## src/rtl/pwm_fader.sv

```systemverilog
// Multi-channel PWM with per-channel linear fade toward a commanded duty; shared slot counter and fade divider.
// PWM_OUT is registered one cycle behind counter/act; CMD_READY drops for exactly one cycle after every accept.
module pwm_fader #(
    parameter int CHANNELS   = 3,
    parameter int WIDTH      = 8,
    parameter int PRESCALE   = 188,
    parameter int STEP_DIV   = 375000,
    parameter bit ACTIVE_LOW = 1'b1,
    localparam int CW = (CHANNELS > 1) ? $clog2(CHANNELS) : 1
) (
    input  logic                CLK,
    input  logic                RST,
    input  logic                CMD_VALID,
    output logic                CMD_READY,
    input  logic [CW-1:0]       CMD_CH,
    input  logic [WIDTH-1:0]    CMD_TARGET,
    input  logic                CMD_INSTANT,
    output logic [CHANNELS-1:0] PWM_OUT,
    output logic [CHANNELS-1:0] BUSY,
    output logic                PERIOD_START,
    output logic                ERR
);
    localparam int PW = (PRESCALE > 1) ? $clog2(PRESCALE) : 1;
    localparam int DW = (STEP_DIV > 1) ? $clog2(STEP_DIV) : 1;
    localparam logic [PW-1:0]    PRE_LAST = PW'(PRESCALE - 1);
    localparam logic [DW-1:0]    DIV_LAST = DW'(STEP_DIV - 1);
    localparam logic [WIDTH-1:0] CNT_MAX  = {WIDTH{1'b1}};
    localparam logic [WIDTH-1:0] ONE      = WIDTH'(1);
    localparam logic [CW:0]      CH_LIM   = (CW + 1)'(CHANNELS);

    typedef struct packed {
        logic [WIDTH-1:0] target;
        logic [WIDTH-1:0] cur;
        logic [WIDTH-1:0] act;
    } ch_t;

    logic [PW-1:0]       pre;
    logic [DW-1:0]       div;
    logic [WIDTH-1:0]    cnt;
    logic                slot_tick;
    logic                fade_tick;
    logic                period_start;
    logic                accept;
    logic                ch_ok;
    logic                ready_q;
    logic                err_q;
    logic [CHANNELS-1:0] on_vec;
    logic [CHANNELS-1:0] pwm_q;

    assign slot_tick    = (pre == PRE_LAST);
    assign fade_tick    = (div == DIV_LAST);
    assign period_start = slot_tick && (cnt == CNT_MAX);
    assign accept       = CMD_VALID && ready_q;
    assign ch_ok        = ({1'b0, CMD_CH} < CH_LIM);

    // Timebase runs free of commands so fades and periods keep a fixed cadence.
    always_ff @(posedge CLK or posedge RST) begin
        if (RST) begin
            pre <= '0;
            div <= '0;
            cnt <= '0;
        end else begin
            pre <= slot_tick ? '0 : pre + PW'(1);
            div <= fade_tick ? '0 : div + DW'(1);
            if (slot_tick) begin
                cnt <= cnt + ONE;
            end
        end
    end

    always_ff @(posedge CLK or posedge RST) begin
        if (RST) begin
            ready_q <= 1'b0;
            err_q   <= 1'b0;
            pwm_q   <= {CHANNELS{ACTIVE_LOW}};
        end else begin
            ready_q <= !accept;
            err_q   <= err_q || (accept && !ch_ok);
            pwm_q   <= on_vec ^ {CHANNELS{ACTIVE_LOW}};
        end
    end

    for (genvar i = 0; i < CHANNELS; i++) begin : g_ch
        localparam logic [CW-1:0] IDX = CW'(i);
        ch_t              st;
        logic             hit;
        logic [WIDTH-1:0] tgt_nxt;
        logic [WIDTH-1:0] stepped;

        assign hit     = accept && ch_ok && (CMD_CH == IDX);
        assign tgt_nxt = hit ? CMD_TARGET : st.target;

        // A fade tick coinciding with a new target steps toward the new one.
        always_comb begin
            stepped = st.cur;
            if (st.cur < tgt_nxt) begin
                stepped = st.cur + ONE;
            end else if (st.cur > tgt_nxt) begin
                stepped = st.cur - ONE;
            end
        end

        always_ff @(posedge CLK or posedge RST) begin
            if (RST) begin
                st <= '0;
            end else begin
                st.target <= tgt_nxt;
                if (hit && CMD_INSTANT) begin
                    st.cur <= CMD_TARGET;
                end else if (fade_tick) begin
                    st.cur <= stepped;
                end
                if (period_start) begin
                    st.act <= st.cur;
                end
            end
        end

        // Full-scale duty saturates so the top code has no one-slot gap.
        assign on_vec[i] = (st.act == CNT_MAX) || (cnt < st.act);
        assign BUSY[i]   = (st.cur != st.target);
    end

    assign CMD_READY    = ready_q;
    assign ERR          = err_q;
    assign PWM_OUT      = pwm_q;
    assign PERIOD_START = period_start;
endmodule

```

## config.mk

```make
export PLATFORM = sky130hd
export DESIGN_NAME = pwm_fader
export DESIGN_NICKNAME = d
export VERILOG_FILES = /design/src/rtl/pwm_fader.sv
export SDC_FILE = /design/constraint.sdc
export NUM_CORES = 1
export LEC_CHECK = 0
export ABC_AREA = 1
export ABC_CLOCK_PERIOD_IN_PS = 3090
export CAP_MARGIN = 20
export CORE_MARGIN = 4
export CORE_UTILIZATION = 50
export CTS_BUF_LIST = sky130_fd_sc_hd__clkbuf_4 sky130_fd_sc_hd__clkbuf_8
export DETAILED_ROUTE_END_ITERATION = 10
export PLACE_DENSITY = 0.7
export SYNTH_ARGS = -nofsm -noshare
export SYNTH_HDL_FRONTEND = slang
export SYNTH_SLANG_ARGS = --single-unit
```

## constraint.sdc

```tcl
create_clock -name CLK -period 3.09 [get_ports CLK]
set_input_delay 0.309 -clock CLK [delete_from_list [all_inputs] [get_ports CLK]]
set_output_delay 0.309 -clock CLK [all_outputs]
set_load 0.05 [all_outputs]
```

# Word-level counts from Yosys, hierarchy flattened
# Index checks and enable logic that the tools add are counted.
# W data, S select, Z words.
op_classes:
  n_addsub: 9
  order_cmp: 10
  n_eq_ne: 11
  n_mux: 17
  n_bitwise: 1
  n_reduce_logical: 26
ops:
  columns: ["op", "count"]
  rows:
  - ["$mux W8", 16]
  - ["$lt A8 B8 Y1", 6]
  - ["$add A8 B1 Y8 const B", 5]
  - ["$eq A8 B8 Y1 const B", 5]
  - ["$gt A8 B8 Y1", 3]
  - ["$ne A8 B8 Y1", 3]
  - ["$sub A8 B1 Y8 const B", 3]
  - ["$add A19 B1 Y19 const B", 1]
  - ["$eq A19 B19 Y1 const B", 1]
  - ["$mux W19", 1]
  - ["$logic_and A1 B1 Y1", 10]
  - ["$reduce_bool A3 Y1", 3]
  - ["$reduce_and A2 Y1", 3]
  - ["$reduce_bool A2 Y1", 3]
  - ["$logic_or A1 B1 Y1", 4]
  - ["$not A3 Y3", 1]
  - ["$eq A2 B1 Y1 const B", 1]
  - ["$eq A2 B2 Y1 const B", 1]
  - ["$logic_not A1 Y1", 2]
  - ["$logic_not A2 Y1", 1]
  - ["$lt A2 B2 Y1 const B", 1]
totals:
  ff_bits: 112
  input_bits: 14
  out_inout_bits: 9
  wordCells: 89

# Depth between registers and ports, before layout
# Gate-level depths: netlist of the first run.
depth:
  ltp_word: 9
  ltp_mapped: 25
  ltp_nobuf: 24

# Worst setup path before layout of the first run
# OpenSTA, ideal clock, no wires.
synth_timing:
  path_kind: "reg2reg"
  startpoint: "register ready_q, in the netlist CMD_READY"
  endpoint: "register g_ch[0].st[14] (netlist name)"
  setup_ns: 0.116
  arrival_ns: 3.298
  t_required_ns: 2.974
  setup_slack_ns: -0.324
  stages_incl_launch_ff: 21
  path_buffers: 1
  synth_period_minus_slack_ns: 3.414
  path_cell_list: "dfrtp_1 > nand2_2 > nor3_4 > inv_1 > clkbuf_1 > o21ai_0 > ha_1 > a21o_1 > nor2_1 > nand2_2 > ha_1 > nand2_1 > inv_1 > o21ai_0 > nand3_1 > nand2_1 > nand2_1 > nand2_1 > nand2_1 > nand2_1 > nand2_1"
synth_between:
  elab_chain_len: 8
synth_lines:
  columns: ["item", "line_no", "rtl"]
  rows:
  - ["from (decl)", "45", "logic ready_q;"]
  - ["from (signal assigned)", "77", "ready_q <= !accept;"]
  - ["$logic_and A1 B1 Y1 (*)", "53", "assign accept = CMD_VALID && ready_q;"]
  - ["$logic_and A1 B1 Y1 (*) (2 in series)", "90", "assign hit = accept && ch_ok && (CMD_CH == IDX);"]
  - ["$mux W8", "91", "assign tgt_nxt = hit ? CMD_TARGET : st.target;"]
  - ["$lt A8 B8 Y1", "96", "if (st.cur < tgt_nxt) begin"]
  - ["$mux W8", "96", null]
  - ["$mux W8", "110", "end else if (fade_tick) begin"]
  - ["$mux W8", "108", "if (hit && CMD_INSTANT) begin"]
  - ["to (decl)", "85", "ch_t st;"]
# Mark *: on every way between the ends. The rest lies on a longest branch, timed or not. The select of a mux whose other input is x is not followed.
# A chain may end at the register's enable or synchronous reset.

# Final worst setup path of the first run
layout_timing:
  startpoint: "register ready_q, in the netlist CMD_READY"
  endpoint: "register g_ch[1].st[14] (netlist name)"
layout_between:
  elab_chain_len: 8
layout_lines:
  columns: ["item", "line_no"]
  rows:
  - ["$logic_and A1 B1 Y1 (*)", "53"]
  - ["$logic_and A1 B1 Y1 (*) (2 in series)", "90"]
  - ["$mux W8", "91"]
  - ["$lt A8 B8 Y1", "96"]
  - ["$mux W8", "96"]
  - ["$mux W8", "110"]
  - ["$mux W8", "108"]
  - ["to (decl)", "85"]
# Marked as above.

==> impl_results.md, run 1 <==
- Initial antenna violation count: 0
- Area of the mapped netlist: 7595 µm²
- Post-layout min period: 3.110 ns
- Most frequent cells after synthesis: nand2_1, inv_1, dfrtp_1
- Post-synth EDFFs: 0
- Die area: 17230 µm²
- Crit Path Max Fanout: 8
- Detailed Route WL: 19380 µm
- Pwr dens: 616.8 nW/µm²
- Worst Hold Class: primary input to register
- Layout Nets: 1141
- CTS tree: done
- Routed WL per cell: 15.58 µm
- Synth top area share: 35.91%
- Row count: 44
- Max Cap Viol: 0
- Sequential power share: 33.2%
- Sink Count: 112
- Worst setup margin: -0.01991 ns
- Unrepaired setup endpoints after global routing: true
- Core ar.: 14700 µm²
- Worst setup SP type: register
- Post-synth ARST share: 100.0%
- Total number of vias: 6652
- Layout area overhead: 23.51%
- Sw Ratio: 39.53%
- Syn_area_per_cell: 7.986 µm²
- Peak VDD IR: 0.5383 mV
- Starting density of the core: 51.67%
- Routability cong.: 0.8822
- Root Driver: clkbuf_8
- Final Hold Viols: 0
- R2R setup slack: -0.02 ns
- # DRC: 0
- First-pass GRT wire length: 30090 µm
- CP cell instances: nand2_4, buf_12, nor3_4, inv_2, buf_6, o21ai_4, ha_4, nand2_2, inv_2, nand2_1, nand2_1, nand2_2, nand2_8, buf_6, ha_4, nand2_2, inv_2, nand4_1, nand3_1, xor2_1, nand2_1, nand3_1
- Mapped Nets: 1037
- Vias in the first global route: 6078
- Clk_skew: 0.01270 ns
- Synth top area cells: dfrtp_1, ha_1, nand2_1
- Crit path DAT: 3.43 ns
- Slowest stage delay, CP: 0.40 ns
- Layout cell share with drive strength beyond 1: 23.49%
- Cell taking the most area after synthesis: dfrtp_1
- Die H: 131.2 µm
- IO buf count: 22
- Pins Over Slew Limit: 0
- Drt first pass iters: 5
- Final setup viols: 1
- Leak: 4.639 nW
- Run status: finished with violations
- Total CTS buffers: 9
- Internal power: 3.499 mW
- Overall Global Routing Usage: 21.24%
- Failing checks: setup timing
- Longest Clk Path Bufs: 2
- Vias/cell: 5.347
- Measured slew at the worst slew-check pin: 0.6217 ns
- Comb power frac: 50.3%
- DIE WIDTH: 131.2 µm
- Top-count cell post-synth: nand2_1
- CP Capture Type: register
- Switching pwr: 2.287 mW
- Clk pwr share: 16.4%
- Finished Cell Area: 9380 µm²
- Seq/Total Area, Yosys: 36.95%
- Diode count: 0
- Worst skew pair latency: 0.39 ns
- Hpwl dp: 13790 µm
- Total power: 5.786 mW
- Global route overflow: 0
- Critical-path top delay cell: dfrtp_2
- WS Path Type: register to register
- Iteration-0 DRC Markers: 519
- Htree depth: 3
- Period utilization: 100.6%
- Mapped Cells: 951
- Placed Area: 8562 µm²
- Synth warn: 0
- Hold Buf Count CTS: 0
- Final ANT Viol Nets: 0
- Clock transition at the registers of the reported paths: 0.11 ns
- Register bit total from synthesis: 112
- Required @ worst endpoint: 3.41 ns
- Largest net degree at the start of global routing: 61
- Netlist cell types: 49
- Slew HR: 58.47%
- Most used DFF post-synth: dfrtp_1
- Fmax: 321.6 MHz
- IO Count: 23
## flip-flops by register name (all words and copies together), names as in the netlist
register / count
CMD_READY: 1
ERR: 1
PWM_OUT: 3
cnt: 8
div: 19
g_ch.st: 72
pre: 8
## cells by family after synthesis
kind of cell	synth area share, %
XOR/XNOR	5.766
AND/OR/NAND/NOR	26.99
AO/OA/AOI/OAI	9.753
flip-flops	36.95
multiplexers	0.1483
adder cells (fa/ha/maj)	12.16
buffers and inverters	8.237
## per-stage QoR
| stage | utilization, % | setup WS, ns | cells | setup TNS [ns] | hold WS (ns) |
|---|---|---|---|---|---|
| floorplan | - | -0.07509 | 951 | -0.07509 | 0.4250 |
| global placement | 58.25 | -0.4741 | 1215 | -7.526 | 0.4536 |
| detailed placement | 58.25 | -0.5933 | 1215 | -9.485 | 0.4533 |
| CTS | 60.22 | -0.006687 | 1233 | -0.01189 | 0.3534 |
| global route | 63.82 | -0.2301 | 1244 | -1.368 | 0.3115 |
| finish | 63.82 | -0.01991 | 1244 | -0.01991 | 0.3121 |
## area by class of cell
cell class	instances	area, µm²
Fill cell	1245	5319
Multi-Input combinational cell	691	4723
Sequential cell	112	2808
Timing Repair Buffer	104	885.9
Inverter	137	523.0
Tap cell	184	230.2
Clock buffer	12	158.9
Clock inverter	4	51.30
## final timing paths
path | from | endpoint | depth (start not counted)
min in group asynchronous | RST | div[5] | 2
worst max register to register | CMD_READY | g_ch[1].st[14] | 22
worst min-delay path | CMD_CH[0] | ERR | 3
max in group asynchronous | RST | PWM_OUT[2] | 3
worst min register to register | pre[0] | pre[0] | 1
worst max-delay path | CMD_READY | g_ch[1].st[14] | 22
## power groups by stage
stage	clock network [mW]	logic [mW]	registers (mW)
2_1_floorplan	0	1.47	1.82
3_3_place_gp	0	2.22	1.90
3_5_place_dp	0	2.27	1.91
4_1_cts	0.976	2.36	1.88
5_1_grt	1.04	3.22	1.95
6_report	0.950	2.91	1.92
## layer usage
| metal | vias up | GRT usage, % | routed length [µm] |
|---|---|---|---|
| met5 | - | 0 | 0 |
| met4 | 0 | 6.534 | 399 |
| met3 | 25 | 4.167 | 849 |
| met2 | 132 | 31.88 | 8858 |
| met1 | 3171 | 31.18 | 9270 |
| li1 | 3324 | - | - |
## worst max-delay path: cells and delay by family (launching register included)
| family | cells | cell delay (ns) |
|---|---|---|
| AND/OR/NAND/NOR | 12 | 1.10 |
| buffers and inverters | 6 | 0.65 |
| adder cells (fa/ha/maj) | 2 | 0.52 |
| flip-flops | 1 | 0.40 |
| AO/OA/AOI/OAI | 1 | 0.19 |
| XOR/XNOR | 1 | 0.17 |
## placed cells by master (no fill, tap or decap), drive strengths merged, types with 2 or more instances in the layout
| cell | n |
|---|---|
| clkbuf | 12 |
| ha | 69 |
| xor2 | 39 |
| a21o | 3 |
| nand2 | 243 |
| dfrtp | 109 |
| nand3 | 71 |
| dlymetal6s2s | 2 |
| nand4 | 18 |
| dfstp | 3 |
| a21oi | 41 |
| clkinv | 4 |
| xnor2 | 11 |
| nor2 | 52 |
| nor3b | 3 |
| clkdlybuf4s50 | 18 |
| nor3 | 25 |
| o21bai | 2 |
| o21ai | 65 |
| a22oi | 2 |
| o21a | 5 |
| buf | 82 |
| or2 | 15 |
| fa | 3 |
| o211ai | 3 |
| clkinvlp | 2 |
| nor4 | 13 |
| inv | 134 |
| dlygate4sd2 | 2 |
## what timing repair did
| action | CTS | global route |
|---|---|---|
| setup buffers | 2 | 9 |
| setup endpoints to repair | 15 | 19 |
| resized for setup | 18 | 93 |
| pin swaps | 2 | 35 |
| gates cloned | 0 | 2 |
No activity file was read; power rests on OpenSTA's default activity.
==> run 2: changes to the inputs <==
--- a/config.mk
+++ b/config.mk
@@ -8,11 +8,11 @@
 export ABC_AREA = 1
 export ABC_CLOCK_PERIOD_IN_PS = 3090
 export CAP_MARGIN = 20
-export CORE_MARGIN = 4
+export CORE_MARGIN = 2
 export CORE_UTILIZATION = 50
 export CTS_BUF_LIST = sky130_fd_sc_hd__clkbuf_4 sky130_fd_sc_hd__clkbuf_8
 export DETAILED_ROUTE_END_ITERATION = 10
-export PLACE_DENSITY = 0.7
+export PLACE_DENSITY = 0.78
 export SYNTH_ARGS = -nofsm -noshare
 export SYNTH_HDL_FRONTEND = slang
 export SYNTH_SLANG_ARGS = --single-unit
==> impl_results.md, run 2 (synthesized netlist as in run 1, its figures left out) <==
- Largest register FFs: 72 (unchanged)
- Layout area overhead: 20.16% (was 23.51%)
- Internal power: 3.338 mW (was 3.499 mW)
- Routed WL per cell: 15.11 µm (was 15.58 µm)
- Starting density of the core: 50.52% (was 51.67%)
- Period utilization: 96.38% (was 100.6%)
- Worst Reg2Reg Path Length in Cells: 21 (was 22)
- Pwr dens: 595.0 nW/µm² (was 616.8 nW/µm²)
- Measured slew at the worst slew-check pin: 0.7844 ns (was 0.6217 ns)
- Busiest grt layer: met2 (unchanged)
- Final Hold Viols: 0 (unchanged)
- IO Count: 23 (unchanged)
- Top reg by flops: g_ch.st (unchanged)
- Hold Buf Count CTS: 0 (unchanged)
- GR met3 Demand/Resource: 5.025% (was 4.167%)
- Met2 Usage GRT: 38.65% (was 31.88%)
- Row count: 45 (was 44)
- Post-Layout Cell Count: 1241 (was 1244)
- CTS tree: done (unchanged)
- Sw Ratio: 38.53% (was 39.53%)
- Clock transition at the registers of the reported paths: 0.10 ns (was 0.11 ns)
- Sequential power share: 35.2% (was 33.2%)
- Hpwl dp: 13560 µm (was 13790 µm)
- Crit path from: CMD_READY (unchanged)
- Dpl cells: 1219 (was 1215)
- Total number of vias: 6697 (was 6652)
- Root Driver: clkbuf_8 (unchanged)
- Grt met1 use: 31.76% (was 31.18%)
- Total CTS buffers: 9 (unchanged)
- Iteration-0 DRC Markers: 511 (was 519)
- Htree depth: 3 (unchanged)
- Total power: 5.430 mW (was 5.786 mW)
- # fillers: 1254 (was 1245)
- Leak: 4.583 nW (was 4.639 nW)
- Area of the multi-input gates: 4567 µm² (was 4723 µm²)
- Die H: 127.2 µm (was 131.2 µm)
- Placed Area: 8554 µm² (was 8562 µm²)
- Layout Nets: 1134 (was 1141)
- Detailed Route WL: 18750 µm (was 19380 µm)
- Drt first pass iters: 5 (unchanged)
- WHS Path Cells: 3 (unchanged)
- Die area: 16190 µm² (was 17230 µm²)
- Slew HR: 47.59% (was 58.47%)
- Overall Global Routing Usage: 23.51% (was 21.24%)
- Most frequent cells in the layout: nand2_1, inv_1, dfrtp_1 (unchanged)
- Sink Count: 112 (unchanged)
- Crit path DAT: 3.27 ns (was 3.43 ns)
- First-pass GRT wire length: 30680 µm (was 30090 µm)
- Routability cong.: 0.9368 (was 0.8822)
- Fmax: 335.8 MHz (was 321.6 MHz)
- Vias in the first global route: 6453 (was 6078)
- Most common cell after layout, fill and taps aside: nand2_1 (unchanged)
- CP cell instances: nand2_4, nor2_2, buf_4, or2_2, o21ai_2, ha_1, nand2_1, inv_1, nand2_1, nand2_1, nand2_2, nand2_4, ha_4, a21oi_2, nand2_2, nand2_1, o211ai_1, nand3_1, nand2_1, nand2_1, nand2_1 (was nand2_4, buf_12, nor3_4, inv_2, buf_6, o21ai_4, ha_4, nand2_2, inv_2, nand2_1, nand2_1, nand2_2, nand2_8, buf_6, ha_4, nand2_2, inv_2, nand4_1, nand3_1, xor2_1, nand2_1, nand3_1)
- Finished Cell Area: 9126 µm² (was 9380 µm²)
- Largest net degree at the start of global routing: 54 (was 61)
- Most used cell, CP: nand2_1
- Worst setup SP type: register (unchanged)
- Initial antenna violation count: 0 (unchanged)
- Reg-to-reg critical path startpoint: CMD_READY (unchanged)
- Switching pwr: 2.093 mW (was 2.287 mW)
- Run status: completed (was finished with violations)
- Critical-path top delay cell: dfrtp_2 (unchanged)
- Layout cell share with drive strength beyond 1: 21.46% (was 23.49%)
- Max Cap Viol: 0 (unchanged)
- Peak VDD IR: 0.3229 mV (was 0.5383 mV)
- Diode count: 0 (unchanged)
- Largest registers: g_ch.st x72, div x19 (unchanged)
- Setup TNS: 0 ns (was -0.01991 ns)
- DIE WIDTH: 127.2 µm (was 131.2 µm)
- CP Capture Type: register (unchanged)
- Pins Over Slew Limit: 0 (unchanged)
- Core ar.: 15030 µm² (was 14700 µm²)
- Clk_skew: 0.01039 ns (was 0.01270 ns)
- Worst skew pair latency: 0.39 ns (about the same)
- Worst Hold Class: primary input to register (unchanged)
- Final ANT Viol Nets: 0 (unchanged)
- WS Path Type: register to register (unchanged)
- Longest Clk Path Bufs: 2 (unchanged)
- Required @ worst endpoint: 3.38 ns (was 3.41 ns)
- Hold path start: CMD_CH[0] (unchanged)
- Vias/cell: 5.396 (was 5.347)
- # DRC: 0 (unchanged)
- Slowest stage delay, CP: 0.43 ns (was 0.40 ns)
- Final setup viols: 0 (was 1)
- Unrepaired setup endpoints after global routing: true (unchanged)
- Comb power frac: 48.2% (was 50.3%)
- Clk pwr share: 16.6% (was 16.4%)
- FF/Latch Area: 2808 µm² (unchanged)
- IO buf count: 22 (unchanged)
- Crit Path Max Fanout: 6 (was 8)
- Post-layout min period: 2.978 ns (was 3.110 ns)
- Global route overflow: 0 (unchanged)
==> run 2: routing by layer <==
layer | part of all wire, % | routed length, µm | up-vias
li1 | - | - | 3310
met1 | 45 | 8375 | 3194
met2 | 48 | 8978 | 164
met3 | 5.3 | 985 | 29
met4 | 2.2 | 408 | 0
met5 | 0 | 0 | -
==> run 2: area by class of cell <==
cell class	count	area share (%)
multi-input cells	692	50.04
flip-flops and latches	112	30.76
repair buffers	96	8.719
inverters	137	5.731
well taps	188	2.577
clock buffers	13	1.686
clock inverters	3	0.4798
==> run 2: final timing paths <==
path,slack [ns],end
max,0.11,g_ch[2].st[15]
min,0.30,ERR
max reg2reg,0.11,g_ch[2].st[15]
min reg2reg,0.46,div[0]
max in group asynchronous,1.88,PWM_OUT[0]
min in group asynchronous,0.41,g_ch[0].st[5]
==> run 2: worst max-delay path, delay by kind of cell (launching register included) <==
kind / cells / cell delay (ns)
simple gates: 14 / 1.33
fa+ha+maj: 2 / 0.57
flops: 1 / 0.43
compound gates: 3 / 0.35
buf+inv: 2 / 0.20
==> run 2: power groups by stage <==
stage | clock, mW | combinational, mW | sequential (mW)
6_report | 0.903 | 2.62 | 1.91
5_1_grt | 0.984 | 2.92 | 1.93
4_1_cts | 0.924 | 2.31 | 1.88
3_5_place_dp | 0 | 2.23 | 1.90
3_3_place_gp | 0 | 2.16 | 1.90
2_1_floorplan | 0 | 1.47 | 1.82
==> run 2: timing repair <==
action                     CTS  global route
setup endpoints to repair   11            18
buffers inserted             0             3
pin swaps                    1            20
gates resized for setup     16            59
gates cloned                 1             2
==> run 2: stage by stage <==
step                setup WS, ns  hold slack [ns]  utilization, %
floorplan               -0.07509           0.4250               -
global placement         -0.4262           0.4488           56.90
detailed placement       -0.5492           0.4563           56.90
CTS                     0.006558           0.4256           58.67
global route             -0.1119           0.3011           60.71
finish                    0.1118           0.2984           60.71
